## src/rtl/fall_drv_pkg.sv

```systemverilog
// Shared types and defaults for the serial edge-pattern driver.
package fall_drv_pkg;

   localparam int unsigned DEFAULT_WIDTH = 16;

   typedef enum logic {
      IDLE,
      RUN
   } drv_state_t;

endpackage

```

## src/rtl/fall_pattern_driver_if.sv

```systemverilog
// Load handshake and driven-signal bundle for fall_pattern_driver.
interface fall_pattern_driver_if #(
   parameter int unsigned WIDTH = 16,
   parameter int unsigned CNT_W = $clog2(WIDTH + 1)
) ();

   logic             load_valid;
   logic             load_ready;
   logic [WIDTH-1:0] load_pattern;
   logic [CNT_W-1:0] load_len;
   logic             load_repeat;
   logic             stop;
   logic             a_out;
   logic             fell_exp;
   logic             rose_exp;
   logic             busy;
   logic             done;
   logic [CNT_W-1:0] fall_count;

   modport master (
      output load_valid, load_pattern, load_len, load_repeat, stop,
      input  load_ready, a_out, fell_exp, rose_exp, busy, done, fall_count
   );

   modport slave (
      input  load_valid, load_pattern, load_len, load_repeat, stop,
      output load_ready, a_out, fell_exp, rose_exp, busy, done, fall_count
   );

endinterface

```

## src/rtl/edge_flag.sv

```systemverilog
// Registered old/new compare: flags a 1->0 or 0->1 transition taken on this edge.
module edge_flag (
   input  logic clk,
   input  logic rst,
   input  logic i_old,
   input  logic i_new,
   output logic o_fell,
   output logic o_rose
);

   logic r_fell;
   logic r_rose;

   always_ff @(posedge clk or posedge rst) begin
      if (rst) begin
         r_fell <= 1'b0;
         r_rose <= 1'b0;
      end else begin
         r_fell <= i_old & ~i_new;
         r_rose <= ~i_old & i_new;
      end
   end

   assign o_fell = r_fell;
   assign o_rose = r_rose;

endmodule

```

## src/rtl/fall_pattern_driver.sv

```systemverilog
// Serially drives a_out from a loaded pattern (LSB first) and reports the
// edges a same-clock $fell/$rose check on a_out will see.
module fall_pattern_driver
   import fall_drv_pkg::*;
#(
   parameter int unsigned WIDTH = DEFAULT_WIDTH,
   parameter int unsigned CNT_W = $clog2(WIDTH + 1)
) (
   input  logic                 clk,
   input  logic                 rst,
   fall_pattern_driver_if.slave bus
);

   localparam int unsigned      IDX_W   = $clog2(WIDTH);
   localparam logic [CNT_W-1:0] LEN_MAX = CNT_W'(WIDTH);
   localparam logic [CNT_W-1:0] CNT_MAX = '1;

   drv_state_t       r_state;
   logic [WIDTH-1:0] r_pat;
   logic [CNT_W-1:0] r_len;
   logic [CNT_W-1:0] r_idx;
   logic [CNT_W-1:0] r_fall_cnt;
   logic             r_rep;
   logic             r_stop;
   logic             r_a;
   logic             r_done;
   logic             r_zero_pend;

   logic [CNT_W-1:0] w_len;
   logic             w_accept;
   logic             w_at_end;
   logic             w_wrap;
   logic             w_a_next;
   logic             w_fell_now;
   logic             w_fell;
   logic             w_rose;

   always_comb begin
      w_len    = (bus.load_len > LEN_MAX) ? LEN_MAX : bus.load_len;
      w_accept = bus.load_valid && (r_state == IDLE);
      w_at_end = (r_idx >= r_len);
      // A stop raised in the final cycle of a pass still ends the run there.
      w_wrap   = r_rep && !(r_stop || bus.stop);
      w_a_next = r_a;
      if (r_state == IDLE) begin
         if (w_accept && (w_len != '0)) w_a_next = bus.load_pattern[0];
      end else if (!w_at_end) begin
         w_a_next = r_pat[r_idx[IDX_W-1:0]];
      end else if (w_wrap) begin
         w_a_next = r_pat[0];
      end
      w_fell_now = r_a & ~w_a_next;
   end

   always_ff @(posedge clk or posedge rst) begin
      if (rst) begin
         r_state     <= IDLE;
         r_pat       <= '0;
         r_len       <= '0;
         r_idx       <= '0;
         r_fall_cnt  <= '0;
         r_rep       <= 1'b0;
         r_stop      <= 1'b0;
         r_a         <= 1'b0;
         r_done      <= 1'b0;
         r_zero_pend <= 1'b0;
      end else begin
         r_a         <= w_a_next;
         r_done      <= r_zero_pend;
         r_zero_pend <= 1'b0;
         unique case (r_state)
            IDLE: begin
               if (w_accept) begin
                  r_pat      <= bus.load_pattern;
                  r_len      <= w_len;
                  r_rep      <= bus.load_repeat;
                  r_stop     <= 1'b0;
                  r_fall_cnt <= CNT_W'(w_fell_now);
                  if (w_len == '0) begin
                     r_zero_pend <= 1'b1;
                  end else begin
                     r_idx   <= CNT_W'(1);
                     r_state <= RUN;
                  end
               end
            end
            RUN: begin
               if (w_fell_now && (r_fall_cnt != CNT_MAX)) r_fall_cnt <= r_fall_cnt + 1'b1;
               r_stop <= r_stop | bus.stop;
               if (!w_at_end) begin
                  r_idx <= r_idx + 1'b1;
               end else if (w_wrap) begin
                  r_idx <= CNT_W'(1);
               end else begin
                  r_state <= IDLE;
                  r_done  <= 1'b1;
                  r_stop  <= 1'b0;
               end
            end
            default: r_state <= IDLE;
         endcase
      end
   end

   edge_flag u_edge_flag (
      .clk    (clk),
      .rst    (rst),
      .i_old  (r_a),
      .i_new  (w_a_next),
      .o_fell (w_fell),
      .o_rose (w_rose)
   );

   assign bus.load_ready = (r_state == IDLE);
   assign bus.busy       = (r_state == RUN);
   assign bus.a_out      = r_a;
   assign bus.fell_exp   = w_fell;
   assign bus.rose_exp   = w_rose;
   assign bus.done       = r_done;
   assign bus.fall_count = r_fall_cnt;

endmodule

```

## src/flat_wrapper.sv

```systemverilog
// flat-port wrapper written by rule: the top's interface ports become plain ports
module fall_pattern_driver_flat import fall_drv_pkg::*;
#(
   parameter int unsigned WIDTH = DEFAULT_WIDTH,
   parameter int unsigned CNT_W = $clog2(WIDTH + 1)
)
  (clk, rst, bus_load_valid, bus_load_pattern, bus_load_len, bus_load_repeat, bus_stop, bus_load_ready, bus_a_out, bus_fell_exp, bus_rose_exp, bus_busy, bus_done, bus_fall_count);
  fall_pattern_driver_if #(.WIDTH(WIDTH), .CNT_W(CNT_W)) bus_i ();
  input  logic clk;
  input  logic rst;
  input wire logic [$bits(bus_i.load_valid)-1:0] bus_load_valid;
  input wire logic [$bits(bus_i.load_pattern)-1:0] bus_load_pattern;
  input wire logic [$bits(bus_i.load_len)-1:0] bus_load_len;
  input wire logic [$bits(bus_i.load_repeat)-1:0] bus_load_repeat;
  input wire logic [$bits(bus_i.stop)-1:0] bus_stop;
  output wire logic [$bits(bus_i.load_ready)-1:0] bus_load_ready;
  output wire logic [$bits(bus_i.a_out)-1:0] bus_a_out;
  output wire logic [$bits(bus_i.fell_exp)-1:0] bus_fell_exp;
  output wire logic [$bits(bus_i.rose_exp)-1:0] bus_rose_exp;
  output wire logic [$bits(bus_i.busy)-1:0] bus_busy;
  output wire logic [$bits(bus_i.done)-1:0] bus_done;
  output wire logic [$bits(bus_i.fall_count)-1:0] bus_fall_count;
  assign bus_i.load_valid = bus_load_valid;
  assign bus_i.load_pattern = bus_load_pattern;
  assign bus_i.load_len = bus_load_len;
  assign bus_i.load_repeat = bus_load_repeat;
  assign bus_i.stop = bus_stop;
  assign bus_load_ready = bus_i.load_ready;
  assign bus_a_out = bus_i.a_out;
  assign bus_fell_exp = bus_i.fell_exp;
  assign bus_rose_exp = bus_i.rose_exp;
  assign bus_busy = bus_i.busy;
  assign bus_done = bus_i.done;
  assign bus_fall_count = bus_i.fall_count;
  fall_pattern_driver #(.WIDTH(WIDTH), .CNT_W(CNT_W)) u_core (.clk(clk), .rst(rst), .bus(bus_i));
endmodule
```

## config.mk

```make
export PLATFORM = sky130hd
export DESIGN_NAME = fall_pattern_driver_flat
export DESIGN_NICKNAME = d
export VERILOG_FILES = /design/src/rtl/fall_drv_pkg.sv /design/src/rtl/fall_pattern_driver_if.sv /design/src/rtl/edge_flag.sv /design/src/rtl/fall_pattern_driver.sv /design/src/flat_wrapper.sv
export SDC_FILE = /design/constraint.sdc
export NUM_CORES = 1
export LEC_CHECK = 0
export ABC_CLOCK_PERIOD_IN_PS = 3170
export BUFFER_PORTS_ARGS = -buffer_cell sky130_fd_sc_hd__buf_2
export CAP_MARGIN = 15
export CORE_UTILIZATION = 45
export CTS_CLUSTER_DIAMETER = 80
export DETAILED_ROUTE_END_ITERATION = 10
export PLACE_DENSITY = 0.67
export SETUP_SLACK_MARGIN = 0.02
export SYNTH_ARGS = -nofsm -noshare
export SYNTH_HDL_FRONTEND = slang
export SYNTH_HIERARCHICAL = 1
export SYNTH_SLANG_ARGS = --single-unit
```

## constraint.sdc

```tcl
create_clock -name clk -period 3.17 [get_ports clk]
set_input_delay 0 -clock clk [delete_from_list [all_inputs] [get_ports clk]]
set_output_delay 0 -clock clk [all_outputs]
set_load 0.01 [all_outputs]
```

==> run_results.csv <==
group,metric,value,unit
outcome,outcome,"finished, final reports clean",
placed_design,io_buffer_count,36,
synth,ys_ff_latch,39,
sta,finalCriticalPeriod,2.287,ns
sta,fmax,0.4373,GHz
global_routing,grt_pass1_wl,6610,um
sta,worst_pin_slew,0.8020,ns
placed_design,dp_cells,284,
critical_path,critPathKind,"reg2reg",
critical_path,r2r_end,"u_core/r_idx[4]",
die,die_h,68.41,um
pwr,power,2.232,mW
final_layout,syn2layout_area_growth,26.42,%
critical_path,critPathMaxFanout,10,
placed_design,hpwl,2705,um
final_layout,nets,297,
synth,netlist_top_cells_area,"dfrtp_1, nand2_1, ha_1",
placed_design,post-place-ws,0.9049,ns
synth,syn_inst,204,
critical_path,critical_path.top_delay_family,"compound AO/OA/AOI/OAI gates",
critical_path,path_cells,"ha_1 > a211oi_1 > o221a_2 > or2_2 > a21oi_1 > a22o_1",
critical_path,timing.rr.start,"u_core/r_idx[2]",
die,coreArea,4115,um2
worst_hold_path,min_to,"u_core/r_stop",
clock_tree,clk_pin_slew_worst_paths,0.07,ns
route,vias,1594,
clock_tree,clockBufferDepth,2,
sta,setup_violations,0,
synth,ys_warn_count,6,
synth,post-synth-top-area-cell,"dfrtp_1",
synth,synth_edf_count,0,
sta,slew_viol_final,0,
route,wirelength,4062,um
worst_hold_path,min_from,"bus_load_valid",
route,first_pass_iters,4,
synth,synth_top_area_share,49.18,%
final_layout,num_antenna_cells,0,
route,vias_per_cell,5.076,
pwr,powerDensity,889.6,nW/um2
synth,synth_area,1984,um2
sta,slew_headroom,46.43,%
synth,synth_seq_area_share,49.18,%
final_layout,n_fill_cell,351,
route,drc,0,
placed_design,place.gp.congestion,0.7613,
final_layout,fin_cells,314,
die,initial_core_util,48.22,%
synth,avgSynthCellArea,9.727,um2
clock_tree,htree_levels,2,
sta,rsz0062_at_grt,"no",
synth,ys_types,42,
clock_tree,clk_latency,0.29,ns
sta,fin_skew,0.006762,ns
critical_path,critPathMaxStageDelay,0.52,ns
pwr,p_leak,1.264,nW
final_layout,drive_gt1_share,21.97,%
die,rows,23,
clock_tree,cts_tree,"done",
final_layout,utilization,60.96,%
critical_path,setup.worst_path.start_class,"flop",
global_routing,grt_start_max_net_pins,38,
global_routing,grt_pass1_vias,1519,
global_routing,overflow,0,
clock_tree,clock-root-buffer,"clkbuf_8",
critical_path,r2r_slack,0.88,ns
global_routing,grt_usage,19.89,%
clock_tree,cts_buffers,5,
clock_tree,cts_num_sinks,39,
die,dieWidth,68.41,um
run,drv_cap,0,
synth,syn_nets,238,
critical_path,reg2reg_depth,6,
critical_path,arrival,2.52,ns
route,wl_per_cell,12.94,um
critical_path,critPathBufInv,0,
pwr,max-vdd-ir-drop,0.3157,mV
route,drt_iter0_markers,84,
synth,synth_most_common_cell,"nand2_1",
worst_hold_path,hold_depth,4,
global_routing,antenna_found_initial,0,
synth,ys.flop_type,"dfrtp_1",
die,die_area,4679,um2
sta,setup_tns,0,ns
critical_path,crit_slowest_cell,"dfrtp_1",
sta,finalHoldViolCount,0,
critical_path,crit_required,3.40,ns
worst_hold_path,holdCritPathClass,"in2reg",
die,io_pins,37,
sta,fin_ws,0.8832,ns
critical_path,setup.worst_path.end_class,"flop",
route,final_antenna_net_count,0,
synth,synth_commonest_cells,"nand2_1, dfrtp_1, inv_1, o21ai_0, ha_1",
sta,period_share,72.14,%
synth,async_flop_share,100.0,%
## flip-flops by register name, indices dropped and copies added (netlist names)
| signal | count |
|---|---|
| u_core/r_pat | 16 |
| u_core/bus.fall_count | 5 |
| u_core/r_idx | 5 |
| u_core/r_len | 5 |
| u_core/bus.a_out | 1 |
| u_core/bus.busy | 1 |
| u_core/bus.done | 1 |
| u_core/r_rep | 1 |
| u_core/r_stop | 1 |
| u_core/r_zero_pend | 1 |
| u_core/u_edge_flag/o_fell | 1 |
| u_core/u_edge_flag/o_rose | 1 |
## layout by cell type (no fill, tap or decap), drive strengths merged, types with 2 or more instances in the layout
master        n
nand2        58
dfrtp        39
buf          39
dlygate4sd3  22
inv          16
o21ai        10
ha            8
mux2i         7
clkbuf        7
a21oi         6
nor2b         4
nand3         4
nand3b        4
nand2b        3
nor2          3
a22o          3
mux4          3
a211oi        3
and2          2
xnor2         2
and3          2
a31o          2
## worst max-delay path by stage
stage,cells past startpoint,slack [ns],start,end
4_1_cts,6,0.88,u_core/r_idx[2],u_core/r_idx[4]
5_1_grt,6,0.76,u_core/r_idx[2],u_core/r_idx[4]
3_5_place_dp,6,0.90,u_core/r_idx[2],u_core/r_idx[3]
6_report,6,0.88,u_core/r_idx[2],u_core/r_idx[4]
2_1_floorplan,8,1.22,u_core/r_idx[0],u_core/r_idx[0]
3_3_place_gp,6,0.95,u_core/r_idx[2],u_core/r_idx[0]
## worst min-delay path: stages
cell     delay (ns)
buf_2          0.10
nor2_1         0.04
nand2_1        0.05
o21ai_0        0.07
## routing by layer
metal	vias up	track usage [%]	routed length [um]
met5	-	0	0
met4	0	10.16	73
met3	6	4.000	108
met2	26	32.48	1942
met1	764	24.74	1937
li1	798	-	-
## timing repair
item | in CTS | in global routing
buffers inserted | 0 | 0
gates resized for setup | 0 | 0
hold endpoints to repair | 60 | 0
hold buffers | 22 | 0
## logic make-up (layout without fill, tap and decap cells)
group / count (synthesis) / after routing / share of synthesized area, %
flops: 39 / 39 / 49.18
xor+xnor: 3 / 3 / 1.324
compound gates: 32 / 32 / 12.04
buf+inv: 25 / 85 / 5.170
simple gates: 86 / 86 / 19.55
mux: 11 / 11 / 7.692
fa+ha+maj: 8 / 8 / 5.044
## through the flow
| step | area, um2 | hold WS, ns |
|---|---|---|
| after floorplan | 1984 | -0.2588 |
| after global placement | 2207 | -0.1377 |
| after detailed placement | 2207 | -0.1378 |
| after CTS | 2509 | 0.002679 |
| after global routing | 2509 | 0.03889 |
| final | 2509 | 0.01086 |
## power by group
part           internal [mW]  total, mW  switching [mW]
Clock                  0.154      0.320           0.165
Combinational          0.481       1.03           0.546
Sequential             0.706      0.886           0.180
## area by class of cell
type / instances / area (um2) / area share (%)
clock inverters: 1 / 5.005 / 0.1995
inverters: 16 / 60.06 / 2.394
multi-input cells: 140 / 905.9 / 36.11
well taps: 50 / 62.56 / 2.494
flip-flops and latches: 39 / 975.9 / 38.90
repair buffers: 61 / 422.9 / 16.86
clock buffers: 7 / 76.32 / 3.042
(Power assumes the default switching activity.)
